<file path="src/rtl/rdid_pkg.sv">
package rdid_pkg;

  typedef enum logic [2:0] {
    IDLE,
    CS_SETUP,
    SHIFT_CMD,
    SHIFT_RESP,
    CS_HOLD
  } state_t;

  localparam logic [7:0] CMD_RDID = 8'h9F;

endpackage

</file>
<file path="src/rtl/rdid_sck_gen.sv">
module rdid_sck_gen #(
  parameter int unsigned CLK_DIV = 4
) (
  input  logic clk,
  input  logic reset,
  input  logic en,
  output logic sck,
  output logic rise,
  output logic fall
);

  logic [7:0] div_cnt;
  logic       tick;

  always_comb begin
    tick = en && (div_cnt == 8'(CLK_DIV - 1));
    rise = tick && !sck;
    fall = tick && sck;
  end

  always_ff @(posedge clk or posedge reset) begin
    if (reset) begin
      sck     <= 1'b0;
      div_cnt <= '0;
    end else if (!en) begin
      sck     <= 1'b0;
      div_cnt <= '0;
    end else if (tick) begin
      sck     <= ~sck;
      div_cnt <= '0;
    end else begin
      div_cnt <= div_cnt + 8'd1;
    end
  end

endmodule

</file>
<file path="src/rtl/rdid_controller.sv">
module rdid_controller
  import rdid_pkg::*;
#(
  parameter int unsigned CLK_DIV    = 4,
  parameter logic [7:0]  CMD        = CMD_RDID,
  parameter int unsigned RESP_BYTES = 3
) (
  input  logic                    clk,
  input  logic                    reset,
  input  logic                    btn_debounced,
  input  logic                    spi_miso,
  output logic                    spi_sck,
  output logic                    spi_cs_n,
  output logic                    spi_mosi,
  output logic [8*RESP_BYTES-1:0] id_data,
  output logic                    id_valid,
  output logic                    busy
);

  localparam int unsigned RESP_BITS = 8 * RESP_BYTES;
  localparam int unsigned CNT_W     = $clog2(RESP_BITS);

  state_t               state;
  logic                 btn_q;
  logic                 trig;
  logic                 sck_en;
  logic                 sck_rise;
  logic                 sck_fall;
  logic [7:0]           wait_cnt;
  logic [CNT_W-1:0]     bit_cnt;
  logic [6:0]           cmd_sr;
  logic [RESP_BITS-1:0] resp_sr;

  always_comb begin
    trig   = btn_debounced && !btn_q;
    sck_en = (state == SHIFT_CMD) || (state == SHIFT_RESP);
  end

  rdid_sck_gen #(
    .CLK_DIV(CLK_DIV)
  ) u_sck_gen (
    .clk  (clk),
    .reset(reset),
    .en   (sck_en),
    .sck  (spi_sck),
    .rise (sck_rise),
    .fall (sck_fall)
  );

  // CS_SETUP is a full CLK_DIV wait ahead of the first SCK low phase; the
  // divider only runs in the shift states, so the command and response
  // phases share one continuous SCK train.
  always_ff @(posedge clk or posedge reset) begin
    if (reset) begin
      state    <= IDLE;
      btn_q    <= 1'b0;
      spi_cs_n <= 1'b1;
      spi_mosi <= 1'b0;
      id_data  <= '0;
      id_valid <= 1'b0;
      busy     <= 1'b0;
      wait_cnt <= '0;
      bit_cnt  <= '0;
      cmd_sr   <= '0;
      resp_sr  <= '0;
    end else begin
      btn_q <= btn_debounced;
      case (state)
        IDLE: begin
          if (trig) begin
            state    <= CS_SETUP;
            spi_cs_n <= 1'b0;
            busy     <= 1'b1;
            id_valid <= 1'b0;
            spi_mosi <= CMD[7];
            cmd_sr   <= CMD[6:0];
            wait_cnt <= '0;
            bit_cnt  <= '0;
            resp_sr  <= '0;
          end
        end
        CS_SETUP: begin
          if (wait_cnt == 8'(CLK_DIV - 1)) begin
            wait_cnt <= '0;
            state    <= SHIFT_CMD;
          end else begin
            wait_cnt <= wait_cnt + 8'd1;
          end
        end
        SHIFT_CMD: begin
          if (sck_fall) begin
            if (bit_cnt == CNT_W'(7)) begin
              bit_cnt  <= '0;
              spi_mosi <= 1'b0;
              state    <= SHIFT_RESP;
            end else begin
              bit_cnt  <= bit_cnt + CNT_W'(1);
              spi_mosi <= cmd_sr[6];
              cmd_sr   <= {cmd_sr[5:0], 1'b0};
            end
          end
        end
        SHIFT_RESP: begin
          if (sck_rise) begin
            resp_sr <= {resp_sr[RESP_BITS-2:0], spi_miso};
          end
          if (sck_fall) begin
            if (bit_cnt == CNT_W'(RESP_BITS - 1)) begin
              bit_cnt <= '0;
              state   <= CS_HOLD;
            end else begin
              bit_cnt <= bit_cnt + CNT_W'(1);
            end
          end
        end
        CS_HOLD: begin
          if (wait_cnt == 8'(CLK_DIV - 1)) begin
            wait_cnt <= '0;
            state    <= IDLE;
            spi_cs_n <= 1'b1;
            busy     <= 1'b0;
            id_data  <= resp_sr;
            id_valid <= 1'b1;
          end else begin
            wait_cnt <= wait_cnt + 8'd1;
          end
        end
        default: state <= IDLE;
      endcase
    end
  end

endmodule

</file>
<file path="config.mk">
export PLATFORM = sky130hd
export DESIGN_NAME = rdid_controller
export DESIGN_NICKNAME = d
export VERILOG_FILES = /design/src/rtl/rdid_pkg.sv /design/src/rtl/rdid_sck_gen.sv /design/src/rtl/rdid_controller.sv
export SDC_FILE = /design/constraint.sdc
export NUM_CORES = 1
export LEC_CHECK = 0
export ABC_AREA = 1
export BUFFER_PORTS_ARGS = -buffer_cell sky130_fd_sc_hd__buf_4
export CAP_MARGIN = 20
export CORE_UTILIZATION = 59
export CTS_BUF_LIST = sky130_fd_sc_hd__clkbuf_16
export DETAILED_ROUTE_END_ITERATION = 10
export HOLD_SLACK_MARGIN = 0.05
export PLACE_DENSITY_LB_ADDON = 0.1
export SKIP_CTS_REPAIR_TIMING = 1
export SLEW_MARGIN = 30
export SYNTH_ARGS = -nofsm -noshare
export SYNTH_HDL_FRONTEND = slang
export SYNTH_HIERARCHICAL = 1
export SYNTH_SLANG_ARGS = --single-unit
</file>
<file path="constraint.sdc">
create_clock -name clk -period 2.55 [get_ports clk]
set_input_delay 0.255 -clock clk [delete_from_list [all_inputs] [get_ports clk]]
set_output_delay 0.255 -clock clk [all_outputs]
set_load 0.02 [all_outputs]
</file>
==> impl_metrics.json <==
{
  "status": "complete, no violations",
  "clk_pin_slew_ps": 60,
  "final-setup-viol-count": 0,
  "grt_pass1_wl_mm": 13.2,
  "track_usage_pct": 23.8,
  "top_layer": "met4",
  "cpMaxStageDelayCell": "dfrtp_1",
  "cpMostUsedCell": "nand2_4",
  "die-area_mm2": 0.00700,
  "avgSynthCellArea_um2": 8.61,
  "cts.htree.levels": 3,
  "placementRows": 29,
  "wl_met3_um": 274,
  "grt_max_degree": 51,
  "routed_wl_mm": 7.41,
  "drc": 0,
  "pin_count": 33,
  "vias": 2989,
  "grt-ovfl-total": 0,
  "clock_sinks": 85,
  "worst_slack_ps": 548,
  "synth_seq_cells": 85,
  "preCtsSetupSlack_ps": 589,
  "hold_end": "btn_q",
  "fmax_mhz": 499,
  "p_per_area_mw_per_mm2": 943,
  "fin_crit_ps": 2000,
  "rr_endpoint": "resp_sr[3]",
  "cts_tree": "yes",
  "ant_nets": 0,
  "via_per_inst": 5.21,
  "wl_met2_mm": 3.45,
  "slowest_delay_ps": 450,
  "met1Wirelength_mm": 3.59,
  "finalSetupTns_ps": 0,
  "seq_area_frac_synth_pct": 54.1,
  "globalplace.congestion": 0.812,
  "port_buffers": 32,
  "worstPathCellList": "inv_1, nand2_4, inv_2, nand3_1, nor2_1, nand2_4, nand2_4, nand3_1, o21ai_1",
  "final_nets": 500,
  "cp_data_arrival_time_ps": 2260,
  "yosysWarnings": 6,
  "root_buffer": "clkbuf_16",
  "rr_worst_depth": 9,
  "r2r_slack_ps": 550,
  "drt_iter0_markers": 188,
  "rsz0062_at_grt": "no",
  "ys_types": 32,
  "syn_nets": 465,
  "report.final.slew_viol_count": 0,
  "total_leakage_power_nw": 2.26,
  "skew_ps": 9.54,
  "layout-drive-gt1-share_pct": 15.5,
  "crit_path_max_fanout": 43,
  "fp.coreArea_mm2": 0.00639,
  "grt_pass1_vias": 2832,
  "rr_startpoint": "state[2]",
  "drtPass1Iterations": 4,
  "die_w_um": 83.7,
  "clk_path_buf_depth": 2,
  "max_cap_viol_count": 0,
  "area_delta_synth_final_pct": 14.8,
  "antenna_found_initial": 0,
  "cp.required_ps": 2810,
  "clock_latency_ps": 340,
  "fp.dieH_um": 83.7,
  "max-slew-margin-rel_pct": 56.8,
  "syn-instance-count": 457,
  "yosys-top-cells-area": "dfrtp_1 (53%), nand2_1 (13%), nand3_1 (7.5%)",
  "synth_area_mm2": 0.00393,
  "criticalPathCategory": "reg -> reg",
  "initial_core_util_pct": 61.6,
  "period_share_pct": 78.5,
  "synthFlopType": "dfrtp_1",
  "synth.largest_area_cell": "dfrtp_1",
  "netlist_top_cells_count": "nand2_1 (133), dfrtp_1 (84), nand3_1 (59)",
  "hold_depth": 1,
  "hp-class": "in -> reg",
  "irDropWorstVdd_mv": 0.730,
  "tightest_slew_ps": 648,
  "numCtsBuffers": 9,
  "worstHoldStart": "btn_debounced",
  "synth_top_area_share_pct": 53.4,
  "async_reset_ff_share_pct": 100,
  "worstSetupStartpointType": "flop",
  "wl_per_cell_um": 12.9,
  "critPathCaptureType": "flop",
  "hold_violations": 0,
  "synth-edff-count": 0,
  "yosysMostFrequentCell": "nand2_1",
  "place_hpwl_mm": 4.86,
  "diodes": 0
}
cells in the final DEF, fill, tap and decap left out, types with 5 or more instances in the layout:
master	count
or2_2	5
o21ai_1	17
dfrtp_1	84
nand2_1	133
o21ai_0	31
clkbuf_16	9
nand3_1	59
nor2_1	27
inv_1	50
buf_4	32
cell families (layout without fill, tap and decap cells):
| logic type | count (synthesis) | after routing | share of synthesized area [%] |
|---|---|---|---|
| xor gates and xnor gates | 4 | 4 | 0.891 |
| adders and majority gates | 4 | 4 | 1.27 |
| AOI/OAI and AO/OA | 55 | 55 | 7.73 |
| DFF | 85 | 85 | 54.1 |
| buffers and inverters | 63 | 103 | 7.19 |
| and+or+nand+nor | 246 | 246 | 28.8 |
where the power goes:
group	total (mW)	switching (mW)	internal, mW
clock	1.31	0.545	0.764
combinational	1.23	0.849	0.385
sequential	1.72	0.181	1.54
total	4.26	1.58	2.68
per-layer routing:
layer  vias to the layer above  track usage [%]
met5                         -                0
met3                         8             5.14
met2                        46             37.1
met1                      1405             32.9
met4                         0             9.09
li1                       1530                -
cell type report:
cell class	instances	area (µm²)
sequential	85	2130
fill	507	1870
multi-input combinational	309	1520
timing repair buffer	34	270
clock buffer	9	225
inverter	53	199
tap	77	96.3
clock inverter	7	75.1
worst max-delay path: cells and delay by family (launching register included):
kind	cells	cell delay [ps]
compound gates	1	100
buf+inv	2	320
flops	1	450
simple gates	6	1030
sequential cells by signal, indices dropped and copies added (netlist names):
name / count
wait_cnt: 8
u_sck_gen/sck: 1
busy: 1
state: 3
u_sck_gen/div_cnt: 8
spi_mosi: 1
id_data: 24
resp_sr: 24
cmd_sr: 7
spi_cs_n: 1
bit_cnt: 5
id_valid: 1
btn_q: 1
how the worst max path moves through the flow:
stage / from / endpoint / cells after the start
after floorplan: reset / bit_cnt[0] / 1
after global placement: state[2] / resp_sr[3] / 9
after detailed placement: state[2] / resp_sr[3] / 9
after CTS: state[2] / resp_sr[3] / 9
after global routing: state[2] / resp_sr[20] / 9
final: state[2] / resp_sr[3] / 9
stage by stage:
stage               total power [mW]  cells  hold WS, ps  utilization, %  instance area, µm²
global placement                2.94    557          260            65.9                4210
detailed placement              2.96    557          260            65.9                4210
CTS                             4.29    573        -97.7            70.6                4510
global route                    4.54    574         83.1            70.7                4520
floorplan                       2.70    457         82.9               -                3930
finish                          4.26    574         93.8            70.7                4520
Note: power is estimated with default switching activity, not from simulation.
